## config.mk

```make
export PLATFORM = sky130hd
export DESIGN_NAME = sa_result_drain
export DESIGN_NICKNAME = d
export VERILOG_FILES = /design/src/rtl/sa_result_drain.sv
export SDC_FILE = /design/constraint.sdc
export NUM_CORES = 1
export LEC_CHECK = 0
export CORE_ASPECT_RATIO = 0.6
export CORE_MARGIN = 3
export CORE_UTILIZATION = 45
export DETAILED_ROUTE_END_ITERATION = 7
export HOLD_SLACK_MARGIN = 0.12
export PLACE_DENSITY_LB_ADDON = 0.25
export RECOVER_POWER = 25
export SLEW_MARGIN = 20
export SYNTH_ARGS = -nofsm -noshare
export SYNTH_HDL_FRONTEND = slang
export SYNTH_SLANG_ARGS = --single-unit
```

## constraint.sdc

```tcl
create_clock -name clk -period 6.9 [get_ports clk]
set_input_delay 2.07 -clock clk [delete_from_list [all_inputs] [get_ports clk]]
set_output_delay 2.07 -clock clk [all_outputs]
set_load 0.005 [all_outputs]
```

## src/rtl/sa_result_drain.sv

```systemverilog
`default_nettype none
// ============================================================================
// Module      : sa_result_drain
// Description : Snapshots all systolic-array row results once every row is
//               valid, acknowledges them with one res_read pulse, then streams
//               the snapshot one row per beat on a ready/valid interface.
//               Optional macro SA_DRAIN_RELU_EN clamps negative words to zero
//               at capture.
// Revision    : 1.0 - initial release
// ============================================================================
module sa_result_drain #(
    parameter int ROWS     = 8,
    parameter int OUTWIDTH = 32,
    parameter int CNTWIDTH = 16
) (
    input  logic                      clk,
    input  logic                      rstn,
    input  logic [OUTWIDTH-1:0]       res_in    [0:ROWS-1],
    input  logic                      res_valid [0:ROWS-1],
    output logic                      res_read,
    output logic [OUTWIDTH-1:0]       out_data,
    output logic [$clog2(ROWS)-1:0]   out_row,
    output logic                      out_last,
    output logic                      out_valid,
    input  logic                      out_ready,
    output logic [CNTWIDTH-1:0]       tile_count,
    output logic                      busy
);

    localparam int                 c_PTRW     = $clog2(ROWS);
    localparam logic [c_PTRW-1:0]  c_LAST_ROW = c_PTRW'(ROWS - 1);

    typedef enum logic [0:0] {
        S_IDLE   = 1'b0,
        S_STREAM = 1'b1
    } state_t;

    state_t              r_state;
    logic [OUTWIDTH-1:0] r_snap [0:ROWS-1];
    logic [OUTWIDTH-1:0] w_cap  [0:ROWS-1];
    logic                w_all_valid;
    logic                w_capture;
    logic                w_xfer;
    logic                w_xfer_last;
    logic                w_load;
    logic [c_PTRW-1:0]   w_next_row;

    generate
        for (genvar r = 0; r < ROWS; r++) begin : g_row
`ifdef SA_DRAIN_RELU_EN
            assign w_cap[r] = res_in[r][OUTWIDTH-1] ? '0 : res_in[r];
`else
            assign w_cap[r] = res_in[r];
`endif
        end
    endgenerate

    always_comb begin
        w_all_valid = 1'b1;
        for (int r = 0; r < ROWS; r++) begin
            w_all_valid = w_all_valid & res_valid[r];
        end
    end

    // While res_read is high the core has not yet dropped its valids, so
    // they must not trigger a second capture of the same results.
    assign w_capture   = w_all_valid && !res_read;
    assign w_xfer      = out_valid && out_ready;
    assign w_xfer_last = w_xfer && out_last;
    assign w_load      = w_capture && ((r_state == S_IDLE) || w_xfer_last);
    assign w_next_row  = out_row + 1'b1;

    always_ff @(posedge clk or negedge rstn) begin
        if (!rstn) begin
            r_state    <= S_IDLE;
            res_read   <= 1'b0;
            out_valid  <= 1'b0;
            out_last   <= 1'b0;
            out_row    <= '0;
            out_data   <= '0;
            tile_count <= '0;
            busy       <= 1'b0;
            for (int r = 0; r < ROWS; r++) begin
                r_snap[r] <= '0;
            end
        end else begin
            res_read <= 1'b0;
            if (w_xfer_last) begin
                tile_count <= tile_count + 1'b1;
            end

            // A new tile may load on the same edge the previous last beat
            // leaves, giving bubble-free back-to-back tiles.
            if (w_load) begin
                for (int r = 0; r < ROWS; r++) begin
                    r_snap[r] <= w_cap[r];
                end
                r_state   <= S_STREAM;
                res_read  <= 1'b1;
                busy      <= 1'b1;
                out_valid <= 1'b1;
                out_row   <= '0;
                out_data  <= w_cap[0];
                out_last  <= (ROWS == 1);
            end else if (w_xfer_last) begin
                r_state   <= S_IDLE;
                busy      <= 1'b0;
                out_valid <= 1'b0;
                out_last  <= 1'b0;
            end else if (w_xfer) begin
                out_row  <= w_next_row;
                out_data <= r_snap[w_next_row];
                out_last <= (w_next_row == c_LAST_ROW);
            end
        end
    end

endmodule
`default_nettype wire
```

Word level (Yosys, flattened, before mapping) --
Index checks and enable logic that the tools add are counted.
Cells by class: bitwise gates (word level) 9, muxes and demuxes 15, reductions and logical operators 10, equality and inequality tests 2, $lt $le $gt $ge 1, add/subtract/negate cells 2
Operators by type and width (count):
- $mux W32 | 5
- $bmux W32 S3 | 1
- $add A16 B1 Y16 const B | 1
- $mux W3 | 3
- $and A1 B1 Y1 | 7
- $mux W1 | 6
- $ge A4 B4 Y1 const B | 1
- $logic_and A1 B1 Y1 | 4
- $not A3 Y4 | 1
- $reduce_bool A2 Y1 | 2
- $add A3 B1 Y3 const B | 1
- $eq A3 B3 Y1 const B | 1
- $reduce_bool A3 Y1 | 1
- $ne A2 B1 Y1 const B | 1
- $reduce_and A2 Y1 | 1
- $logic_not A1 Y1 | 1
- $logic_or A1 B1 Y1 | 1
- $not A1 Y1 | 1
Storage, ports and cells: logic and storage cells 53, bits in registers 310, bits of input ports 267, output and inout bits 55

Logic depth before layout (Yosys ltp) --
word-level depth 11, gate-level depth with buffers 10, gate-level depth less buffers 6

Least setup slack after synthesis --
Ideal clock, no wire load.
kind input to register, from input res_valid[3] (netlist name), to register r_snap[248] (netlist name), path slack 3.454 ns, stages 5, data arrival time 3.321 ns, path buffers 2, required time 6.775 ns, library setup time 0.125 ns, path through nand2_1 nor4_4 buf_2 buf_4 mux2_2
On the way: longest elaborated chain between the ends 6
Ends and longest elaborated chain:
- start, declared | RTL line 19 | input logic res_valid [0:ROWS-1],
- $and A1 B1 Y1 (4 in series) | RTL line 61 | w_all_valid = w_all_valid & res_valid[r];
- $logic_and A1 B1 Y1 | RTL line 67 | assign w_capture = w_all_valid && !res_read;
- $logic_and A1 B1 Y1 | RTL line 70 | assign w_load = w_capture && ((r_state == S_IDLE) || w_xfer_last);
- end signal, assigned by index | RTL line 96 | r_snap[r] <= w_cap[r];
- end, declared | RTL line 39 | logic [OUTWIDTH-1:0] r_snap [0:ROWS-1];
Every way passes these cells. A chain may end at the register's enable or synchronous reset.

Worst setup path in the final report --
from input out_ready, to register r_snap[223] (netlist name)
On the way: longest elaborated chain between the ends 4
Ends and longest elaborated chain:
- start, declared | RTL line 25 | input logic out_ready,
- $logic_and A1 B1 Y1 | RTL line 68 | assign w_xfer = out_valid && out_ready;
- $logic_and A1 B1 Y1 | RTL line 69 | assign w_xfer_last = w_xfer && out_last;
- $logic_or A1 B1 Y1 | RTL line 70
- $logic_and A1 B1 Y1 | RTL line 70
Every way passes these cells.

==> results.sh <==
export IMPL_grt_max_degree=132
export IMPL_ys_types=38
export IMPL_r2r_slack_ns=3.23
export IMPL_first_global_vias=10300
export IMPL_drcViolationCount=0
export IMPL_maxCapViolCount=1
export IMPL_dp_hpwl_um=25400
export IMPL_synth_edff_count=0
export IMPL_fin_cells=1756
export IMPL_die_w_um=234
export IMPL_synthTopCellsByArea="dfrtp_1 55%, mux2_2 23%, mux2i_1 6.7%, nand3_1 3.5%, a32oi_1 2.0%"
export IMPL_num_io_pins=322
export IMPL_initial_utilization=0.464
export IMPL_cp_data_required_time_ns=7.34
export IMPL_routed_wl_met2_um=17600
export IMPL_synth_top_area_frac=0.551
export IMPL_tns_ns=0
export IMPL_yosys_warnings=0
export IMPL_critPathMaxFanout=56
export IMPL_routedWlPerCell_um=22.3
export IMPL_crit_end="r_snap[223]"
export IMPL_hold_class="reg -> reg"
export IMPL_cp_start_kind="input port"
export IMPL_r2r_start="out_row[0]"
export IMPL_leakagePower_nw=8.39
export IMPL_rsz0062_at_grt="no"
export IMPL_finalCritPeriodShare=0.634
export IMPL_antenna_found_initial=10
export IMPL_endpoint_kind="register"
export IMPL_fin_skew_ns=0.0114
export IMPL_synthArstFlopShare=1.00
export IMPL_grt_pass1_wl_um=59800
export IMPL_p_per_area_nw_per_um2=322
export IMPL_finalCriticalPeriod_ns=4.37
export IMPL_outcome="finished with violations"
export IMPL_cts_path_max_buffers=3
export IMPL_cts_tree="yes"
export IMPL_highest_layer="met5"
export IMPL_drtIter0Drc=636
export IMPL_crit_arrival_ns=4.81
export IMPL_relSlewSlack=-0.614
export IMPL_syn_cell_area_um2=14100
export IMPL_fillCellCount=2386
export IMPL_cts_buffers=29
export IMPL_syn_inst=1034
export IMPL_clk_pin_slew_ns=0.07
export IMPL_avgSynthCellArea_um2=13.6
export IMPL_design_core_area_um2=30300
export IMPL_route_met3_wl_um=2850
export IMPL_cts_root_buffer="clkbuf_16"
export IMPL_area_delta_synth_final_pct=32.1
export IMPL_routabilityCongestion=0.807
export IMPL_grt_overflow_total=0
export IMPL_die_h_um=143
export IMPL_dr_total_vias=9866
export IMPL_timing_rr_end="out_data[13]"
export IMPL_crit_start="out_ready"
export IMPL_ys_ff_latch=310
export IMPL_fin_util=0.613
export IMPL_h_tree_depth=1
export IMPL_cts_setup_buffers=0
export IMPL_firstDrtPassIters=6
export IMPL_yosysSeqAreaShare=0.551
export IMPL_clkLatencyLatePin_ns=0.56
export IMPL_hold_viol=0
export IMPL_ir_drop_v=0.000188
export IMPL_fp_row_count=49
export IMPL_viasPerCell=5.62
export IMPL_report_final_slew_viol_count=42
export IMPL_grt_usage=0.230
export IMPL_synth_largest_area_cell="dfrtp_1"
export IMPL_cts_hold_buffers_added=0
export IMPL_worst_pin_slew_ns=2.42
export IMPL_fin_nets=1589
export IMPL_final_setup_viol_count=0
export IMPL_die_area_um2=33500
export IMPL_max_clock_freq_ghz=0.229
export IMPL_synth_ff_type="dfrtp_1"
export IMPL_drt_met1_wl_um=17900
export IMPL_path_class="in -> reg"
export IMPL_dp_cells=1695
export IMPL_drive_above_1_share=0.270
export IMPL_port_buffers=321
export IMPL_post_cts_resized=0
export IMPL_drtAntennaViolNets=0
export IMPL_violations="max-capacitance violations, max-slew violations"
export IMPL_ff2ff_path_depth=6
export IMPL_wl_um=39100
export IMPL_cts_sinks=310
export IMPL_syn_nets=1304
-- metal layers --
layer / global-route usage / up-vias
li1: - / 4429
met5: 0 / -
met2: 0.352 / 307
met1: 0.331 / 5063
met3: 0.0584 / 57
met4: 0.0534 / 10
-- Yosys cell counts (all sizes together) (2+ instances only) --
cell	number
buf	49
o21ai	33
a32oi	32
nor2	4
nand3	99
nor4	4
inv	5
dfrtp	310
nand4	6
mux2i	94
ha	3
o2111ai	31
mux2	288
xor2	4
nand2	10
or2	2
xnor2	13
mux4	2
clkbuf	31
-- flip-flops by register name, indices dropped and copies added (netlist names) --
signal      flops
res_read        1
out_data       32
r_state         1
out_row         3
r_snap        256
out_last        1
tile_count     16
-- power by group --
group	switching, mW	leakage [nW]	internal (mW)
sequential	0.163	4.20	2.06
combinational	1.15	3.71	0.976
clock	0.695	0.486	0.959
-- layout by cell type, fill, tap and decap left out, types with 5 or more instances in the layout --
cell               n
a32oi_1           32
buf_4              8
clkbuf_1           8
clkbuf_16         29
clkbuf_8           7
clkdlybuf4s50_1  319
clkinv_2           7
dfrtp_1          309
diode_2            7
inv_1              5
mux2_2           288
mux2i_1           94
nand2_1            9
nand3_1           99
nand4_1            6
o2111ai_1         31
o21ai_0           22
o21ai_1           11
xnor2_1           12
-- cells by family (layout without fill, tap and decap cells) --
| kind of cell | count (synthesis) | after routing | share of synthesized area |
|---|---|---|---|
| xor+xnor | 17 | 17 | 0.0106 |
| buf+inv | 86 | 393 | 0.0309 |
| flops | 310 | 310 | 0.551 |
| mux | 384 | 384 | 0.300 |
| other cells | 0 | 7 | 0 |
| fa+ha+maj | 3 | 3 | 0.00267 |
| simple gates | 132 | 132 | 0.0502 |
| compound gates | 102 | 102 | 0.0540 |
-- cell type report --
type / count / area (um2) / share of cell area
clock buffer: 43 / 848 / 0.0456
antenna: 7 / 17.5 / 0.000942
inverter: 6 / 22.5 / 0.00121
tap: 408 / 510 / 0.0275
sequential: 310 / 7760 / 0.417
clock inverter: 10 / 125 / 0.00673
multi-input combinational: 638 / 5930 / 0.319
timing repair buffer: 334 / 3370 / 0.181
-- stage by stage --
step	hold WS, ns	setup WS (ns)	power [mW]	instance area [um2]
global placement	0.465	2.24	4.34	17600
floorplan	0.468	3.45	3.46	14100
global route	0.511	2.33	6.34	18600
finish	0.478	2.53	5.99	18600
detailed placement	0.471	2.17	4.39	17600
CTS	0.485	2.75	6.06	18600
-- worst min-delay path by stage --
stage / cells after the start / slack, ns / from / end
finish: 1 / 0.48 / tile_count[15] / tile_count[15]
detailed placement: 1 / 0.47 / tile_count[15] / tile_count[15]
global route: 1 / 0.51 / tile_count[15] / tile_count[15]
global placement: 1 / 0.47 / tile_count[15] / tile_count[15]
CTS: 1 / 0.48 / tile_count[15] / tile_count[15]
floorplan: 1 / 0.47 / tile_count[15] / tile_count[15]
-- worst max-delay path, cell delays in order --
cell,delay (ns)
dlygate4sd3_1,0.64
a21boi_0,0.26
nor4_4,0.66
buf_4,0.70
mux2_2,0.42
Power figures use the tool's default switching activity.
